--- src/rtl/rr_burst_arbiter_if.sv ---
// Requester-side FIFO heads/pops and downstream AW/W channel of the burst arbiter.
// master = arbiter side, slave = upstream FIFOs plus downstream sink.
interface rr_burst_arbiter_if #(
  parameter int unsigned N_REQ = 4,
  parameter int unsigned AW_W  = 49,
  parameter int unsigned W_W   = 37
);
  localparam int unsigned IDX_W = $clog2(N_REQ);

  logic [N_REQ-1:0]      REQ_AW_VALID_i;
  logic [N_REQ*AW_W-1:0] REQ_AW_DATA_i;
  logic [N_REQ-1:0]      REQ_AW_POP_o;
  logic [N_REQ-1:0]      REQ_W_VALID_i;
  logic [N_REQ*W_W-1:0]  REQ_W_DATA_i;
  logic [N_REQ-1:0]      REQ_W_POP_o;
  logic                  M_AW_VALID_o;
  logic [IDX_W+AW_W-1:0] M_AW_DATA_o;
  logic                  M_AW_READY_i;
  logic                  M_W_VALID_o;
  logic [W_W-1:0]        M_W_DATA_o;
  logic                  M_W_READY_i;
  logic [IDX_W-1:0]      GRANT_IDX_o;
  logic                  BUSY_o;
  logic                  LAST_ERR_o;

  modport master (
    input  REQ_AW_VALID_i, REQ_AW_DATA_i, REQ_W_VALID_i, REQ_W_DATA_i,
           M_AW_READY_i, M_W_READY_i,
    output REQ_AW_POP_o, REQ_W_POP_o, M_AW_VALID_o, M_AW_DATA_o,
           M_W_VALID_o, M_W_DATA_o, GRANT_IDX_o, BUSY_o, LAST_ERR_o
  );

  modport slave (
    output REQ_AW_VALID_i, REQ_AW_DATA_i, REQ_W_VALID_i, REQ_W_DATA_i,
           M_AW_READY_i, M_W_READY_i,
    input  REQ_AW_POP_o, REQ_W_POP_o, M_AW_VALID_o, M_AW_DATA_o,
           M_W_VALID_o, M_W_DATA_o, GRANT_IDX_o, BUSY_o, LAST_ERR_o
  );
endinterface

--- src/rtl/rr_burst_arbiter.sv ---
// Round-robin AXI write arbiter: grants one requester's AW, then locks the W path
// to it for LEN+1 beats, regenerating LAST from its own beat counter.
module rr_burst_arbiter #(
  parameter int unsigned N_REQ = 4,
  parameter int unsigned AW_W  = 49,
  parameter int unsigned W_W   = 37
) (
  input  logic           AXI_CLK_i,
  input  logic           AXI_RST_i,
  rr_burst_arbiter_if.master bus
);
  localparam int unsigned IDX_W   = $clog2(N_REQ);
  localparam int unsigned LEN_LSB = 5;

  typedef enum logic [1:0] {
    S_IDLE = 2'd0,
    S_ADDR = 2'd1,
    S_DATA = 2'd2
  } state_e;

  state_e           state_q, state_d;
  logic [IDX_W-1:0] rr_ptr_q, rr_ptr_d;
  logic [IDX_W-1:0] grant_q, grant_d;
  logic [7:0]       beat_cnt_q, beat_cnt_d;
  logic             last_err_q, last_err_d;

  logic [AW_W-1:0]  aw_head [N_REQ];
  logic [W_W-1:0]   w_head  [N_REQ];

  logic             win_found;
  logic [IDX_W-1:0] win_idx;
  logic [IDX_W-1:0] cand;

  logic                  aw_valid, w_valid, w_last;
  logic [IDX_W+AW_W-1:0] aw_data;
  logic [W_W-1:0]        w_data;
  logic [N_REQ-1:0]      aw_pop, w_pop;

  for (genvar g = 0; g < N_REQ; g++) begin : g_heads
    assign aw_head[g] = bus.REQ_AW_DATA_i[g*AW_W +: AW_W];
    assign w_head[g]  = bus.REQ_W_DATA_i[g*W_W +: W_W];
  end

  // Scan starts at rr_ptr and wraps, so the lowest-priority slot is the one just served.
  always_comb begin
    win_found = 1'b0;
    win_idx   = '0;
    cand      = rr_ptr_q;
    for (int unsigned i = 0; i < N_REQ; i++) begin
      if (!win_found && bus.REQ_AW_VALID_i[cand]) begin
        win_found = 1'b1;
        win_idx   = cand;
      end
      cand = (cand == IDX_W'(N_REQ - 1)) ? '0 : cand + IDX_W'(1);
    end
  end

  always_comb begin
    state_d    = state_q;
    rr_ptr_d   = rr_ptr_q;
    grant_d    = grant_q;
    beat_cnt_d = beat_cnt_q;
    last_err_d = 1'b0;
    aw_valid   = 1'b0;
    aw_data    = '0;
    aw_pop     = '0;
    w_valid    = 1'b0;
    w_last     = 1'b0;
    w_data     = '0;
    w_pop      = '0;

    unique case (state_q)
      S_IDLE: begin
        if (win_found) begin
          grant_d  = win_idx;
          rr_ptr_d = (win_idx == IDX_W'(N_REQ - 1)) ? '0 : win_idx + IDX_W'(1);
          state_d  = S_ADDR;
        end
      end
      S_ADDR: begin
        aw_valid = 1'b1;
        aw_data  = {grant_q, aw_head[grant_q]};
        if (bus.M_AW_READY_i) begin
          aw_pop[grant_q] = 1'b1;
          beat_cnt_d      = aw_head[grant_q][LEN_LSB +: 8];
          state_d         = S_DATA;
        end
      end
      S_DATA: begin
        w_last  = (beat_cnt_q == 8'd0);
        w_valid = bus.REQ_W_VALID_i[grant_q];
        w_data  = {w_head[grant_q][W_W-1:1], w_last};
        if (w_valid && bus.M_W_READY_i) begin
          w_pop[grant_q] = 1'b1;
          // Upstream LAST is only audited; the counter decides where the burst ends.
          last_err_d     = (w_head[grant_q][0] != w_last);
          if (w_last) state_d = S_IDLE;
          else        beat_cnt_d = beat_cnt_q - 8'd1;
        end
      end
      default: state_d = S_IDLE;
    endcase
  end

  always_ff @(posedge AXI_CLK_i or negedge AXI_RST_i) begin
    if (!AXI_RST_i) begin
      state_q    <= S_IDLE;
      rr_ptr_q   <= '0;
      grant_q    <= '0;
      beat_cnt_q <= '0;
      last_err_q <= 1'b0;
    end else begin
      state_q    <= state_d;
      rr_ptr_q   <= rr_ptr_d;
      grant_q    <= grant_d;
      beat_cnt_q <= beat_cnt_d;
      last_err_q <= last_err_d;
    end
  end

  assign bus.M_AW_VALID_o = aw_valid;
  assign bus.M_AW_DATA_o  = aw_data;
  assign bus.REQ_AW_POP_o = aw_pop;
  assign bus.M_W_VALID_o  = w_valid;
  assign bus.M_W_DATA_o   = w_data;
  assign bus.REQ_W_POP_o  = w_pop;
  assign bus.GRANT_IDX_o  = grant_q;
  assign bus.BUSY_o       = (state_q != S_IDLE);
  assign bus.LAST_ERR_o   = last_err_q;

endmodule

--- src/flat_wrapper.sv ---
// flat-port wrapper written by rule: the top's interface ports become plain ports
module rr_burst_arbiter_flat 
#(
  parameter int unsigned N_REQ = 4,
  parameter int unsigned AW_W  = 49,
  parameter int unsigned W_W   = 37
)
  (AXI_CLK_i, AXI_RST_i, bus_REQ_AW_VALID_i, bus_REQ_AW_DATA_i, bus_REQ_W_VALID_i, bus_REQ_W_DATA_i, bus_M_AW_READY_i, bus_M_W_READY_i, bus_REQ_AW_POP_o, bus_REQ_W_POP_o, bus_M_AW_VALID_o, bus_M_AW_DATA_o, bus_M_W_VALID_o, bus_M_W_DATA_o, bus_GRANT_IDX_o, bus_BUSY_o, bus_LAST_ERR_o);
  rr_burst_arbiter_if #(.N_REQ(N_REQ), .AW_W(AW_W), .W_W(W_W)) bus_i ();
  input  logic AXI_CLK_i;
  input  logic AXI_RST_i;
  input wire logic [$bits(bus_i.REQ_AW_VALID_i)-1:0] bus_REQ_AW_VALID_i;
  input wire logic [$bits(bus_i.REQ_AW_DATA_i)-1:0] bus_REQ_AW_DATA_i;
  input wire logic [$bits(bus_i.REQ_W_VALID_i)-1:0] bus_REQ_W_VALID_i;
  input wire logic [$bits(bus_i.REQ_W_DATA_i)-1:0] bus_REQ_W_DATA_i;
  input wire logic [$bits(bus_i.M_AW_READY_i)-1:0] bus_M_AW_READY_i;
  input wire logic [$bits(bus_i.M_W_READY_i)-1:0] bus_M_W_READY_i;
  output wire logic [$bits(bus_i.REQ_AW_POP_o)-1:0] bus_REQ_AW_POP_o;
  output wire logic [$bits(bus_i.REQ_W_POP_o)-1:0] bus_REQ_W_POP_o;
  output wire logic [$bits(bus_i.M_AW_VALID_o)-1:0] bus_M_AW_VALID_o;
  output wire logic [$bits(bus_i.M_AW_DATA_o)-1:0] bus_M_AW_DATA_o;
  output wire logic [$bits(bus_i.M_W_VALID_o)-1:0] bus_M_W_VALID_o;
  output wire logic [$bits(bus_i.M_W_DATA_o)-1:0] bus_M_W_DATA_o;
  output wire logic [$bits(bus_i.GRANT_IDX_o)-1:0] bus_GRANT_IDX_o;
  output wire logic [$bits(bus_i.BUSY_o)-1:0] bus_BUSY_o;
  output wire logic [$bits(bus_i.LAST_ERR_o)-1:0] bus_LAST_ERR_o;
  assign bus_i.REQ_AW_VALID_i = bus_REQ_AW_VALID_i;
  assign bus_i.REQ_AW_DATA_i = bus_REQ_AW_DATA_i;
  assign bus_i.REQ_W_VALID_i = bus_REQ_W_VALID_i;
  assign bus_i.REQ_W_DATA_i = bus_REQ_W_DATA_i;
  assign bus_i.M_AW_READY_i = bus_M_AW_READY_i;
  assign bus_i.M_W_READY_i = bus_M_W_READY_i;
  assign bus_REQ_AW_POP_o = bus_i.REQ_AW_POP_o;
  assign bus_REQ_W_POP_o = bus_i.REQ_W_POP_o;
  assign bus_M_AW_VALID_o = bus_i.M_AW_VALID_o;
  assign bus_M_AW_DATA_o = bus_i.M_AW_DATA_o;
  assign bus_M_W_VALID_o = bus_i.M_W_VALID_o;
  assign bus_M_W_DATA_o = bus_i.M_W_DATA_o;
  assign bus_GRANT_IDX_o = bus_i.GRANT_IDX_o;
  assign bus_BUSY_o = bus_i.BUSY_o;
  assign bus_LAST_ERR_o = bus_i.LAST_ERR_o;
  rr_burst_arbiter #(.N_REQ(N_REQ), .AW_W(AW_W), .W_W(W_W)) u_core (.AXI_CLK_i(AXI_CLK_i), .AXI_RST_i(AXI_RST_i), .bus(bus_i));
endmodule
--- config.mk ---
export PLATFORM = sky130hd
export DESIGN_NAME = rr_burst_arbiter_flat
export DESIGN_NICKNAME = d
export VERILOG_FILES = /design/src/rtl/rr_burst_arbiter_if.sv /design/src/rtl/rr_burst_arbiter.sv /design/src/flat_wrapper.sv
export SDC_FILE = /design/constraint.sdc
export NUM_CORES = 1
export LEC_CHECK = 0
export BUFFER_PORTS_ARGS = -buffer_cell sky130_fd_sc_hd__buf_2
export CAP_MARGIN = 20
export CORE_AREA = 4 4 178 180
export CTS_BUF_LIST = sky130_fd_sc_hd__clkbuf_8
export DETAILED_ROUTE_END_ITERATION = 16
export DIE_AREA = 0 0 182 184
export GPL_ROUTABILITY_DRIVEN = 0
export GPL_TIMING_DRIVEN = 0
export PLACE_DENSITY = 0.49
export SLEW_MARGIN = 25
export SYNTH_ARGS = -nofsm -noshare
export SYNTH_HDL_FRONTEND = slang
export SYNTH_SLANG_ARGS = --single-unit
--- constraint.sdc ---
create_clock -name AXI_CLK_i -period 4.7 [get_ports AXI_CLK_i]
set_input_delay 0.235 -clock AXI_CLK_i [delete_from_list [all_inputs] [get_ports AXI_CLK_i]]
set_output_delay 0.235 -clock AXI_CLK_i [all_outputs]
set_load 0.05 [all_outputs]
# Yosys cells after proc, flatten, opt, wreduce, memory -nomap -nowiden
# Index checks and enable logic that the tools add are counted.
[classes]
order_cmp = 7
bitwise_logic = 1
n_mux = 49
reduce_logical = 15
n_eq_ne = 12
addsub = 5
[op_table]
columns = ["cell", "n"]
rows = [
  ["$mux W37", 3],
  ["$bmux W49 S2", 1],
  ["$mux W49", 2],
  ["$bmux W37 S2", 1],
  ["$mux W51", 1],
  ["$mux W2", 12],
  ["$mux W8", 3],
  ["$mux W4", 4],
  ["$pmux W8 S2", 1],
  ["$lt A2 B3 Y1 const B", 5],
  ["$mux W1", 14],
  ["$bmux W1 S2", 5],
  ["$eq A2 B2 Y1 const B", 5],
  ["$add A2 B1 Y2 const B", 4],
  ["$logic_not A8 Y1", 1],
  ["$reduce_and A4 Y1", 2],
  ["$sub A8 B1 Y8 const B", 1],
  ["$ne A2 B1 Y1 const B", 3],
  ["$pmux W2 S3", 1],
  ["$logic_and A1 B1 Y1", 5],
  ["$ne A2 B2 Y1 const B", 2],
  ["$reduce_bool A2 Y1", 2],
  ["$ge A3 B3 Y1 const B", 1],
  ["$logic_not A1 Y1", 3],
  ["other kinds (7)", 7],
]
[word_totals]
output_inout_bits = 102
wordCells = 94
reg_bits = 15

# Longest topological paths before layout
# Gate-level depths: netlist of run 1.
[logic_depth]
depth_word = 14
mapped_depth = 9

# Least setup slack after synthesis of run 1
# Ideal clock, no wire load.
[synth_timing]
path_type = "register -> output"
start = "reg u_core.grant_q[0], in the netlist u_core.bus.GRANT_IDX_o[0]"
end = "out bus_REQ_W_POP_o[0]"
n_path_buf = 2
slack_ns = 1.924
t_arrival_ns = 2.541
stages_incl_launch_ff = 7
cell_sequence = "dfrtp_1 > buf_4 > mux4_2 > nand2_1 > or2_1 > buf_2 > nor3_1"
[synth_via]
elab_chain_len = 6
[synth_lines]
columns = ["item", "line_no", "text"]
rows = [
  ["start, declared", "rr_burst_arbiter.sv:23", "logic [IDX_W-1:0] grant_q, grant_d;"],
  ["start signal, assigned", "rr_burst_arbiter.sv:115", "grant_q <= grant_d;"],
  ["$lt A2 B3 Y1 (not written as such) / $ge A2 B1 Y1 (equally long branches)", "rr_burst_arbiter.sv:94", "w_pop[grant_q] = 1'b1;"],
  ["$logic_and A1 B1 Y1 (not written as such)", "rr_burst_arbiter.sv:94", ""],
  ["$mux W1 (not written as such)", "rr_burst_arbiter.sv:94", ""],
  ["$demux W1 S2", "n/a", ""],
  ["$mux W4 (*)", "rr_burst_arbiter.sv:93", "if (w_valid && bus.M_W_READY_i) begin"],
  ["$mux W4 (*)", "rr_burst_arbiter.sv:72", "unique case (state_q)"],
  ["end, declared", "flat_wrapper.sv:19", "output wire logic [$bits(bus_i.REQ_W_POP_o)-1:0] bus_REQ_W_POP_o;"],
]
# Every way passes the cells marked *; elsewhere a longest branch is shown, timed or not. The select of a mux whose other input is x is not followed.

# Worst setup path after layout of run 1
[layout_timing]
start = "reg u_core.grant_q[1], in the netlist u_core.bus.GRANT_IDX_o[1]"
end = "out bus_M_W_DATA_o[20]"
[layout_via]
elab_chain_len = 5
[layout_lines]
columns = ["item", "line_no", "text"]
rows = [
  ["$not A2 Y3 (not written as such)", "rr_burst_arbiter.sv:92", "w_data = {w_head[grant_q][W_W-1:1], w_last};"],
  ["$bmux W37 S2", "rr_burst_arbiter.sv:92", ""],
  ["$mux W37 (not written as such) (2 in a row)", "rr_burst_arbiter.sv:92", ""],
  ["$mux W37", "rr_burst_arbiter.sv:72", ""],
  ["end, declared", "flat_wrapper.sv:23", "output wire logic [$bits(bus_i.M_W_DATA_o)-1:0] bus_M_W_DATA_o;"],
]
# No other way between the ends. The select of a mux whose other input is x is not followed.

==> results of run 1 <==
## logic make-up after synthesis
kind of cell             synth area share (%)
AO/OA/AOI/OAI                            6.85
XOR/XNOR                                0.692
adder cells (fa/ha/maj)                 0.988
buffers and inverters                    5.04
AND/OR/NAND/NOR                          22.0
multiplexers                             54.6
flip-flops                               9.88
## layout make-up
cell class | count | area share [%]
diodes | 3 | 0.113
plain buffers | 37 | 2.50
clock buffers | 3 | 0.621
clock inverters | 1 | 0.0565
inverters | 7 | 0.395
multi-input cells | 294 | 48.6
flip-flops and latches | 15 | 5.65
well taps | 396 | 7.45
repair buffers | 458 | 34.6
## metal layers
metal  GRT usage [%]  share of wire, %  up-vias
li1                -                 -     2305
met1            16.6                41     2510
met2            22.4                51      234
met3            3.21               7.1       12
met4            1.44              0.73        4
met5               0             0.060        -
## path summary, 6_finish.rpt
check | depth (start not counted) | end | slack, ns | start
worst max register to register | 8 | u_core.bus.GRANT_IDX_o[1] | 2.49 | u_core.rr_ptr_q[0]
worst max-delay path | 5 | bus_M_W_DATA_o[20] | 1.89 | u_core.bus.GRANT_IDX_o[1]
max in group asynchronous | 2 | u_core.state_q[1] | 3.96 | AXI_RST_i
worst min register to register | 2 | u_core.beat_cnt_q[6] | 0.54 | u_core.beat_cnt_q[6]
worst min-delay path | 2 | u_core.state_q[0] | 0.25 | bus_M_AW_READY_i
min in group asynchronous | 2 | u_core.bus.GRANT_IDX_o[0] | 0.44 | AXI_RST_i
## flip-flops by register name (all words and copies together) (netlist names)
| signal | cells |
|---|---|
| u_core.state_q | 2 |
| u_core.bus.LAST_ERR_o | 1 |
| u_core.bus.GRANT_IDX_o | 2 |
| u_core.rr_ptr_q | 2 |
| u_core.beat_cnt_q | 8 |
## cells in the mapped netlist (8+ instances only)
library cell	n	share of area [%]
and2_1	52	8.6
buf_2	12	1.6
clkbuf_1	22	2.2
dfrtp_1	15	9.9
mux2i_1	8	2.1
mux4_2	87	52
nand2_1	13	1.3
nor2_1	21	2.1
nor2b_1	39	6.4
nor3_1	8	1.1
o21ai_0	15	2.0
## critical path: cells and delay by family, from the launching register on
| kind | cells | cell delay, ns |
|---|---|---|
| buffers and inverters | 3 | 1.25 |
| DFF | 1 | 0.51 |
| and+or+nand+nor | 1 | 0.14 |
| muxes | 1 | 0.41 |
## per-stage QoR
| stage | hold WS [ns] | setup WS, ns | instances | cell area (um^2) | total power (uW) |
|---|---|---|---|---|---|
| after detailed placement | 0.197 | 2.09 | 1206 | 6580 | 4110 |
| after CTS | 0.233 | 1.79 | 1211 | 6640 | 4240 |
| final | 0.254 | 1.89 | 1214 | 6650 | 4170 |
| after floorplan | -0.0606 | 1.92 | 353 | 3800 | 3130 |
| after global placement | 0.196 | 1.64 | 1206 | 6580 | 4090 |
| after global routing | 0.244 | 1.72 | 1214 | 6650 | 4500 |
## power groups by stage
stage | Clock, uW | Sequential (uW) | Combinational, uW
floorplan | 0 | 262 | 2860
CTS | 118 | 244 | 3880
global route | 124 | 254 | 4120
detailed placement | 0 | 246 | 3870
finish | 110 | 246 | 3810
global placement | 0 | 245 | 3850
==> out/summary.txt, run 1 <==
outcome: finished clean
post-synthesis cell count: 353
vias in the first global route: 5376
pin count of the biggest net entering global routing: 16
crit path cell chain: buf_2, clkbuf_1, mux4_2, nor2b_1, buf_2
Top FF cell, synth: dfrtp_1
Yosys warning count: 0
Num CTS Buffers: 3
normalized max-slew margin: 36.6%
Mean Syn Cell Area: 10.8 um^2
layout cell share with drive strength beyond 1: 69.9%
buffers added on ports: 457
die width: 182 um
Area Growth Syn to Fin: 74.9%
Post-CTS Hold Fix Bufs: 1
total grt overflow: 0
Async SR Flop Fraction: 100%
initial antenna violation count: 5
Final setup viols: 0
# IOs: 458
row count: 64
Max clock buf depth: 2
Die Ht: 184 um
area of the multi-input gates: 3230 um^2
vias post-DR: 5065
htree depth: 1
clock skew: 0.00570 ns
drt wl/cell: 19.1 um
max cap viols: 0
Cell Pwr Density: 627 nW/um^2
most frequent cells in the layout: buf_2 (470), mux4_2 (87), and2_1 (52), nor2b_1 (39), clkbuf_1 (22)
clock sinks: 15
Comb pwr share: 91.5%
RSZ-0062 raised after global routing: no
Yosys reg bits: 15
fin crit share: 59.7%
Worst Tran Pin Value: 0.952 ns
antenna-violating nets left: 0
leakage power figure: 0.00325 uW
Remaining DRCs: 0
critical path fanouts, max: 10
Worst Path Required: 4.47 ns
Synth cell types: 39
clock period minus final worst setup slack: 2.81 ns
first-pass GRT wire length: 33000 um
core area: 30200 um^2
Clock power frac: 2.6%
Worst setup SP type: flop
sequential cell area fraction in the yosys report: 9.88%
GRT Overall Usage: 12.8%
Final #Nets: 1175
DRT Pass-1 Iters: 4
Arrival @ worst endpoint: 2.57 ns
Avg Vias per Cell: 4.17
Worst VDD drop: 0.237 mV
Storage cell area: 375 um^2
# resized after CTS: 0
post-route core utilization: 22.0%
Reg clk slew, reported paths: 0.06 ns
Worst-Skew Late Latency: 0.26 ns
Sw Share: 60.6%
Final Hold Fails: 0
fmax: 356 MHz
most used cell, CP: buf_2
Setup Buffers After CTS: 0
slowest CP cell: clkbuf_1
commonest non-fill, non-tap cell in the layout: buf_2
sequential share of power: 5.9%
P_sw: 2520 uW
Slew Limit Fails: 0
root buffer cell: clkbuf_8
final wirelength: 23200 um
Total Neg Setup Slack: 0 ns
crit path kind: flop to output port
full die area: 33500 um^2
Synth Cell Area: 3800 um^2
Mapped Nets: 712
Post-synth EDFFs: 0
CTS tree: yes
Iter 0 DRT Violations: 222
Int Power: 1640 uW
Filler cells: 3352
Hold Path Class: primary input to flop
post-DP HPWL: 20700 um
CP Capture Type: output port
Initial Utilization: 12.6%
slowest stage delay, CP: 0.55 ns
Note: power is estimated with default switching activity, not from simulation.
==> run 2: changes to the inputs <==
- clock period: 4.7 -> 2.8 ns (I/O delays scaled with it)
==> out/summary.txt, run 2 (synthesized netlist as in run 1, its figures left out) <==
outcome: finished clean
slowest CP cell: dfrtp_1
GRT Overall Usage: 12.8% (unchanged)
reg-to-reg slack, setup: 0.59 ns (-1.90 ns)
full die area: 33500 um^2 (unchanged)
Filler cells: 3346 (-0.18%)
Remaining DRCs: 0 (unchanged)
Iter 0 DRT Violations: 223 (+0.45%)
buffers added on ports: 457 (unchanged)
Reg clk slew, reported paths: 0.06 ns (about the same)
pin count of the biggest net entering global routing: 16 (unchanged)
Initial Utilization: 12.6% (unchanged)
fin crit share: 95.5%
critical path fanouts, max: 10 (unchanged)
Final setup viols: 0 (unchanged)
die width: 182 um (unchanged)
Worst Path Buf+Inv: 3 (unchanged)
core area: 30200 um^2 (unchanged)
Final Hold Fails: 0 (unchanged)
Top reg by flops: u_core.beat_cnt_q
vias post-DR: 5052 (-0.26%)
Arrival @ worst endpoint: 2.53 ns (-0.04 ns)
most used cell, CP: buf_2
RSZ-0062 raised after global routing: no
crit path kind: flop to output port
Max clock buf depth: 2 (unchanged)
total grt overflow: 0 (unchanged)
Worst setup SP type: flop
Worst Path Required: 2.66 ns (-1.81 ns)
fin area: 6660 um^2 (+0.24%)
Overall Power: 7010 uW (+68%)
max cap viols: 0 (unchanged)
Worst VDD drop: 0.395 mV (+67%)
Slew Limit Fails: 0 (unchanged)
antenna-violating nets left: 0 (unchanged)
Placed Instance Area: 6580 um^2 (unchanged)
end of the critical path: bus_M_AW_DATA_o[26]
Worst-Skew Late Latency: 0.26 ns (about the same)
leakage power figure: 0.00327 uW (+0.50%)
row count: 64 (unchanged)
initial antenna violation count: 5 (unchanged)
Worst Tran Pin Value: 0.943 ns (-0.00851 ns)
clock sinks: 15 (unchanged)
# IOs: 458 (unchanged)
Setup Buffers After CTS: 0 (unchanged)
CP Capture Type: output port
Num CTS Buffers: 3 (unchanged)
FF-to-FF Start: u_core.rr_ptr_q[0]
critical path depth: 5 (unchanged)
clock period minus final worst setup slack: 2.67 ns
drt wl/cell: 19.1 um (about the same)
vias in the first global route: 5376 (unchanged)
layout cell share with drive strength beyond 1: 70.6% (+0.61 points)
Avg Vias per Cell: 4.16 (-0.26%)
Hold Path Class: primary input to flop
most frequent cells in the layout: buf_2 (466), mux4_2 (87), and2_1 (52), nor2b_1 (39), nor2_1 (21)
worst setup path startpoint: u_core.bus.GRANT_IDX_o[1]
root buffer cell: clkbuf_8
worst hold stages: 2 (unchanged)
first-pass GRT wire length: 33000 um (unchanged)
Largest register FFs: 8 (unchanged)
Die Ht: 184 um (unchanged)
commonest non-fill, non-tap cell in the layout: buf_2
Worst path top cell family by delay: buffers and inverters
r2r worst-path depth: 8 (unchanged)
Final #Nets: 1175 (unchanged)
DRT Pass-1 Iters: 4 (unchanged)
normalized max-slew margin: 37.1% (+0.57 points)
final wirelength: 23200 um (about the same)
Area Growth Syn to Fin: 75.3%
slowest stage delay, CP: 0.51 ns (-0.04 ns)
clock skew: 0.00574 ns (+0.0000490 ns)
Worst R2R End: u_core.bus.GRANT_IDX_o[1]
Cell Pwr Density: 1050 nW/um^2 (+68%)
CTS tree: yes
crit path cell chain: buf_2, clkbuf_1, mux4_2, and2_1, buf_2
post-DP HPWL: 20700 um (unchanged)
htree depth: 1 (unchanged)
fmax: 374 MHz
run 2: changes by cell type in the layout (fill, tap and decap cells not counted):
cell and change:
buf_2 -4, clkbuf_4 +4, clkbuf_2 +5, clkbuf_1 -5
run 2: worst register-to-register path, cell delays in order, from the launching register on:
cell       delay [ns]
dfrtp_1          0.38
ha_1             0.27
clkbuf_1         0.29
nand2_1          0.13
mux2i_1          0.28
o2111ai_1        0.20
mux2i_1          0.17
o41ai_1          0.11
mux2_2           0.28
run 2: worst min path at each step:
stage	start	end	slack, ns
floorplan	AXI_RST_i	u_core.beat_cnt_q[0]	-0.16
global placement	AXI_RST_i	u_core.bus.GRANT_IDX_o[0]	0.10
detailed placement	AXI_RST_i	u_core.bus.GRANT_IDX_o[0]	0.10
global route	bus_M_AW_READY_i	u_core.state_q[0]	0.15
finish	bus_M_AW_READY_i	u_core.state_q[0]	0.16
CTS	bus_M_AW_READY_i	u_core.state_q[0]	0.14
run 2: power breakdown:
part	leakage (uW)	switching, uW	total [uW]	internal, uW
Clock	0.0000269	86.6	184	97.5
Sequential	0.000185	91.4	413	321
Combinational	0.00306	4050	6410	2360
Total	0.00327	4230	7010	2780
run 2: timing repair:
action	4_1_cts	5_1_grt
endpoints found under the setup margin	1	58
gates resized for setup	1	12
hold buffers	1	0
hold endpoints to repair	15	0
run 2: metrics by stage:
| step | std cells | hold slack (ns) | setup slack [ns] | util (%) | TNS [ns] |
|---|---|---|---|---|---|
| after detailed placement | 1206 | 0.102 | 0.285 | 21.8 | 0 |
| after floorplan | 353 | -0.156 | 0.119 | - | 0 |
| after global routing | 1214 | 0.149 | 0.0162 | 22.1 | 0 |
| final | 1214 | 0.159 | 0.126 | 22.1 | 0 |
| after global placement | 1206 | 0.101 | -0.162 | 21.8 | -3.99 |
| after CTS | 1211 | 0.138 | 0.0217 | 22.0 | 0 |
run 2: area by class of cell:
type,instances,area (um^2),area share (%)
Inverter,7,26.3,0.394
Buffer,37,183,2.74
Timing Repair Buffer,458,2300,34.5
Sequential cell,15,375,5.63
Clock buffer,3,41.3,0.620
Multi-Input combinational cell,294,3230,48.5
Antenna cell,3,7.51,0.113
Tap cell,396,495,7.44
Clock inverter,1,3.75,0.0563
run 2: per-layer routing:
layer / wire length (um) / GRT usage, % / vias up
li1: - / - / 2304
met1: 9510 / 16.6 / 2496
met2: 11800 / 22.4 / 236
met3: 1730 / 3.21 / 12
met4: 175 / 1.44 / 4
met5: 14 / 0 / -
